==> src/rtl/vadd_fp16_pipe.sv <==
// Three-stage binary16 adder lane: align (S1), add/subtract (S2), normalize/round/pack (S3).
// Truncating by default; define VADDP_RNE_EN for round-to-nearest-even.
module vadd_fp16_pipe (
   input  logic        Clk,
   input  logic        Rst_n,
   input  logic [15:0] A,
   input  logic [15:0] B,
   output logic [15:0] Sum,
   output logic        Ov
);

   // Leading-zero count of the 14-bit working mantissa; 14 means all-zero.
   function automatic logic [3:0] lzc14(input logic [13:0] v);
      logic [3:0] n;
      n = 4'd14;
      for (int i = 0; i < 14; i++)
         if (v[i]) n = 4'(13 - i);
      return n;
   endfunction

   // ---------------- S1: unpack, order, align ----------------
   logic [4:0]  ea, eb, ex, ey, d;
   logic        a_spec, b_spec, a_ge;
   logic [14:0] mag_a, mag_b, mag_x, mag_y;
   logic [13:0] mx, my, y_sh, y_mask;
   logic        sign_x;

   assign ea     = A[14:10];
   assign eb     = B[14:10];
   assign a_spec = (ea == 5'h1F);
   assign b_spec = (eb == 5'h1F);
   assign mag_a  = (ea == 5'd0) ? 15'd0 : A[14:0];
   assign mag_b  = (eb == 5'd0) ? 15'd0 : B[14:0];
   assign a_ge   = (mag_a >= mag_b);
   assign mag_x  = a_ge ? mag_a : mag_b;
   assign mag_y  = a_ge ? mag_b : mag_a;
   assign sign_x = a_ge ? A[15] : B[15];
   assign ex     = mag_x[14:10];
   assign ey     = mag_y[14:10];
   assign d      = ex - ey;
   assign mx     = (ex == 5'd0) ? 14'd0 : {1'b1, mag_x[9:0], 3'b000};
   assign my     = (ey == 5'd0) ? 14'd0 : {1'b1, mag_y[9:0], 3'b000};
   assign y_mask = (14'h1 << d) - 14'h1;

   // NOTE: every always_comb output gets a default first, so no path can infer a latch.
   always_comb begin
      y_sh = {13'd0, |my};
      if (d < 5'd14)
         y_sh = (my >> d) | {13'd0, |(my & y_mask)};
   end

   logic        s1_spec, s1_spec_sign, s1_sign, s1_sub;
   logic [4:0]  s1_exp;
   logic [13:0] s1_mx, s1_my;

   // NOTE: sequential state uses non-blocking assignments only; every pipeline
   // register (there is no memory here) is cleared by the asynchronous reset.
   always_ff @(posedge Clk or negedge Rst_n) begin
      if (!Rst_n) begin
         s1_spec      <= 1'b0;
         s1_spec_sign <= 1'b0;
         s1_sign      <= 1'b0;
         s1_sub       <= 1'b0;
         s1_exp       <= 5'd0;
         s1_mx        <= 14'd0;
         s1_my        <= 14'd0;
      end else begin
         s1_spec      <= a_spec | b_spec;
         s1_spec_sign <= a_spec ? A[15] : B[15];
         s1_sign      <= sign_x;
         s1_sub       <= A[15] ^ B[15];
         s1_exp       <= ex;
         s1_mx        <= mx;
         s1_my        <= y_sh;
      end
   end

   // ---------------- S2: effective add / subtract ----------------
   logic        s2_spec, s2_spec_sign, s2_sign;
   logic [4:0]  s2_exp;
   logic [14:0] s2_sum;

   always_ff @(posedge Clk or negedge Rst_n) begin
      if (!Rst_n) begin
         s2_spec      <= 1'b0;
         s2_spec_sign <= 1'b0;
         s2_sign      <= 1'b0;
         s2_exp       <= 5'd0;
         s2_sum       <= 15'd0;
      end else begin
         s2_spec      <= s1_spec;
         s2_spec_sign <= s1_spec_sign;
         s2_sign      <= s1_sign;
         s2_exp       <= s1_exp;
         // |X| >= |Y| so the difference never goes negative.
         s2_sum       <= s1_sub ? ({1'b0, s1_mx} - {1'b0, s1_my})
                                : ({1'b0, s1_mx} + {1'b0, s1_my});
      end
   end

   // ---------------- S3: normalize, round, pack ----------------
   logic [3:0]        lz;
   logic [13:0]       norm;
   logic signed [6:0] exp_n, exp_r;
   logic [9:0]        frac;
   logic [15:0]       sum_d;
   logic              ov_d;
   logic              unused_bits;

   assign lz = lzc14(s2_sum[13:0]);

   always_comb begin
      norm  = s2_sum[13:0] << lz;
      exp_n = $signed({2'b00, s2_exp}) - $signed({3'b000, lz});
      if (s2_sum[14]) begin
         norm  = {s2_sum[14:2], s2_sum[1] | s2_sum[0]};
         exp_n = $signed({2'b00, s2_exp}) + 7'sd1;
      end
   end

`ifdef VADDP_RNE_EN
   logic        rnd;
   logic [10:0] frac_c;

   assign rnd         = norm[2] & (norm[3] | norm[1] | norm[0]);
   assign frac_c      = {1'b0, norm[12:3]} + {10'd0, rnd};
   assign frac        = frac_c[9:0];
   // A carry out of the fraction leaves it zero and bumps the exponent.
   assign exp_r       = exp_n + $signed({6'd0, frac_c[10]});
   assign unused_bits = norm[13];
`else
   assign frac        = norm[12:3];
   assign exp_r       = exp_n;
   assign unused_bits = ^{norm[13], norm[2:0]};
`endif

   always_comb begin
      sum_d = {s2_sign, exp_r[4:0], frac};
      ov_d  = 1'b0;
      if (s2_spec) begin
         sum_d = {s2_spec_sign, 15'h7BFF};
         ov_d  = 1'b1;
      end else if (s2_sum == 15'd0 || exp_n <= 7'sd0) begin
         sum_d = 16'h0000;
      end else if (exp_r >= 7'sd31) begin
         sum_d = {s2_sign, 15'h7BFF};
         ov_d  = 1'b1;
      end
   end

   always_ff @(posedge Clk or negedge Rst_n) begin
      if (!Rst_n) begin
         Sum <= 16'h0000;
         Ov  <= 1'b0;
      end else begin
         Sum <= sum_d;
         Ov  <= ov_d;
      end
   end

endmodule

==> config.mk <==
export PLATFORM = sky130hd
export DESIGN_NAME = vadd_fp16_pipe
export DESIGN_NICKNAME = d
export VERILOG_FILES = /design/src/rtl/vadd_fp16_pipe.sv
export SDC_FILE = /design/constraint.sdc
export NUM_CORES = 1
export LEC_CHECK = 0
export CELL_PAD_IN_SITES_DETAIL_PLACEMENT = 0
export CELL_PAD_IN_SITES_GLOBAL_PLACEMENT = 2
export CORE_MARGIN = 3
export CORE_UTILIZATION = 30
export CTS_CLUSTER_SIZE = 28
export DETAILED_ROUTE_END_ITERATION = 6
export PLACE_DENSITY_LB_ADDON = 0.1
export SLEW_MARGIN = 25
export SYNTH_ARGS = -nofsm -noshare
export SYNTH_HDL_FRONTEND = slang
export SYNTH_SLANG_ARGS = --single-unit
==> constraint.sdc <==
create_clock -name Clk -period 10.7 [get_ports Clk]
set_input_delay 1.605 -clock Clk [delete_from_list [all_inputs] [get_ports Clk]]
set_output_delay 1.605 -clock Clk [all_outputs]
set_load 0.01 [all_outputs]
==> results.txt <==
The number of DRC markers in iteration 0 came out at 284. TritonCTS created 9 clock buffers. The core box area is 18800 um2. The top-level I/O count is 51.

The clock net sink count came out at 74. Summed over all instances, the cell type with the most area after synthesis is dfrtp_1. The floorplan die width is 145 um.

The net count reported at finish came out at 780. For the final routed database, the setup TNS stands at 0 ns. The worst register-to-register path ends at Sum[14]. The number of antenna violations at the first check in global routing came to 0. The run finished with clean final reports. The critical path data arrival time came out at 6.89 ns.

The synthesized netlist contains 69 unique library cells. The routed wire length came out at 17400 um. The routability congestion estimate from global placement is 0.852.

The post-CTS resize count is 0. The average wire per cell in the routed design came out at 17.8 um. The share of flip-flops with an asynchronous set or reset after synthesis came out at 100%. The via count of the first global-routing pass is 5108. The post-synthesis register bit count came out at 74. The pin count of the biggest net entering global routing is 75.

The post-layout minimum cycle time came out at 6.69 ns. The maximum frequency from static timing analysis came out at 150 MHz. Clock skew on the completed layout was measured at 0.00923 ns.

The final design area excluding fillers came out at 6800 um2. The die footprint is 21000 um2. The share of the clock period used by the worst path after layout came out at 62.5%. The worst-case headroom to the max-slew limit is 36.1%. The total overflow left after global routing is 0.

The average instance area after synthesis is 8.42 um2. Once the floorplan was initialized, standard cells occupied 30.7% of the core. After detailed routing, the number of vias per cell comes to 5.28. The area share of the leading cell type in the synthesized netlist came out at 32.0%. The worst register-to-register path begins at s2_sum[0].

The H-tree depth came out at 3. The required time at the worst-slack endpoint is 10.91 ns. The number of warnings printed during yosys synthesis is 0. The share of post-route cells with drive strength above 1 came out at 7.11%.

The worst-margin pin slew is 0.959 ns. The area growth from synthesis to layout is 17.6%. The sequential fraction of the synthesis area came out at 32.0%. Along the worst hold path, the cell count comes to 0.

VDD sags by at most 0.100 mV. CTS placed an instance of clkbuf_16 at the clock tree root. Setup slack on the worst reg-to-reg path comes out at 6.16 ns. The post-CTS setup repair buffer count is 0. The path with the worst hold slack has its endpoint at s2_exp[0]. The maximum root-to-sink buffer count is 2. The number of instances in the synthesized netlist is 686.

The count of cells along the worst register-to-register path is 14. Setup repair after global routing left no endpoint under its margin. The leakage power total came out at 2.87 nW. In this run the most critical hold path is launched from s1_exp[0]. Setup violations remaining at the end of the flow were counted as 0. The HPWL reported at the end of detailed placement is 13600 um. The detailed-router iteration count before antenna repair came out at 5.

Global routing used 17.0% of the available tracks across all layers. The instance area at placement came out at 6470 um2. The number of nets in the synthesized netlist is 754. The power per cell area is 247 nW/um2.

Yosys mapped a number of flops with a built-in enable equal to 0. The max-capacitance violation count is 0. The most used flip-flop cell after synthesis is dfrtp_1.

The count of port buffers added during placement came out at 50. The area of the mapped netlist came out at 5780 um2. Measured along the y axis, the die boundary spans 145 um. The total inserted antenna cells came out at 0. The worst setup path is of the input pin to register kind. The clock insertion delay at the later pin of the skew report is 0.34 ns. Yosys attributes the largest share of cell area to dfrtp_1, ha_1, nand2_1.

The number of pins with negative max-slew slack in the final report is 0. The number of hold buffers added after cts is 0. The detail route stage leaves a number of antenna-violating nets equal to 0.

The number of rows in the core area is 50. The TritonCTS clock tree is built. The highest fanout seen on the critical path is 25. The worst setup path is captured at a register.

The number of hold-slack violations in the final timing report is 0. The final routed DRC violation total is 0. The clock slew seen by the registers of the worst setup and hold paths is 0.06 ns. The first global-routing pass estimated 27800 um of wire.

The path class of the tightest hold or removal check is register to register. For this block, the via count after detailed routing is 5155. The startpoint type of the worst setup path is an input pin.
-- cell families after synthesis --
family	share of synthesized area (%)
adder cells (fa/ha/maj)	7.49
flip-flops	32.0
AO/OA/AOI/OAI	22.8
AND/OR/NAND/NOR	18.0
multiplexers	9.59
XOR/XNOR	4.83
buffers and inverters	5.20
-- report_power, final --
group | internal (W) | switching (W) | total, W
Combinational | 0.000402 | 0.000483 | 0.000885
Clock | 0.000182 | 0.000122 | 0.000304
Sequential | 0.000368 | 0.000123 | 0.000491
-- flip-flops by register name, summed over array words and instances (netlist names) --
name / cells
s1_spec_sign: 1
s2_spec: 1
Sum: 16
s2_spec_sign: 1
s1_sign: 1
s2_sign: 1
Ov: 1
s1_sub: 1
s1_spec: 1
s2_sum: 15
s1_mx: 11
s1_exp: 5
s2_exp: 5
s1_my: 14
-- worst max-delay path: stages --
cell and delay, ns:
clkdlybuf4s50_1 0.50, nor4_1 0.30, nand2_1 0.33, nand2_1 0.30
inv_1 0.09, ha_1 0.28, nand2_1 0.07, or3_1 0.53
o21a_4 0.37, o21a_1 0.22, ha_1 0.89, o21ai_0 0.21
mux2i_1 0.25, mux2i_1 0.18, a211o_1 0.31, a2111oi_2 0.31
o211ai_1 0.14
-- metal layers --
layer | vias to the layer above | global-route usage (%) | share of wire, % | wire length (um)
met3 | 32 | 1.74 | 3.2 | 556
met5 | - | 0 | 0 | 0
met1 | 2457 | 22.2 | 45 | 7870
met4 | 0 | 5.89 | 2.4 | 418
li1 | 2531 | - | - | -
met2 | 135 | 29.3 | 49 | 8590
-- worst max path at each step --
| stage | start | end | cells after the start |
|---|---|---|---|
| 6_report | A[13] | s1_my[0] | 17 |
| 5_1_grt | A[12] | s1_my[0] | 17 |
| 4_1_cts | B[11] | s1_my[0] | 18 |
| 3_5_place_dp | B[11] | s1_my[0] | 18 |
| 3_3_place_gp | B[11] | s1_my[0] | 18 |
| 2_1_floorplan | A[13] | s1_my[2] | 20 |
-- cells in the final DEF, fill, tap and decap left out, types with 8 or more instances in the layout --
cell type	n
a211oi_1	8
o211ai_1	13
clkdlybuf4s50_1	49
nor2_1	60
clkbuf_16	9
nand2b_1	8
o21ai_0	53
nand2_1	88
dfrtp_1	74
o21a_1	9
inv_1	34
ha_1	33
mux2_2	12
a21oi_1	41
nor3_1	17
xnor2_1	24
a21o_1	9
mux2i_1	25
nand3_1	11
-- cell usage after synthesis (all sizes together) (9+ instances only) --
cell,instances
nand3,11
o211ai,13
clkbuf,28
o21a,10
nand2,88
nor2,60
dfrtp,74
mux2i,25
inv,34
ha,33
buf,12
a211oi,10
xnor2,24
a21o,9
a21oi,41
nor3,17
o21ai,57
mux2,13
-- stage by stage --
step                      cells  util (%)  worst slack (ns)  hold slack, ns  total power [W]
after global routing        977      36.1              3.55           0.356          0.00181
after CTS                   976      35.9              4.04           0.350          0.00170
after floorplan             686         -              4.87           0.331          0.00110
after global placement      960      34.4              3.80           0.336          0.00139
after detailed placement    960      34.4              3.67           0.336          0.00138
final                       977      36.1              4.01           0.348          0.00168
-- layout make-up --
cell class / count / area (um2)
sequential: 74 / 1850
inverter: 35 / 131
timing repair buffer: 55 / 556
clock buffer: 9 / 225
tap: 260 / 325
multi-input combinational: 537 / 3630
fill: 1919 / 12000
clock inverter: 7 / 75.1
(Power assumes the default switching activity.)
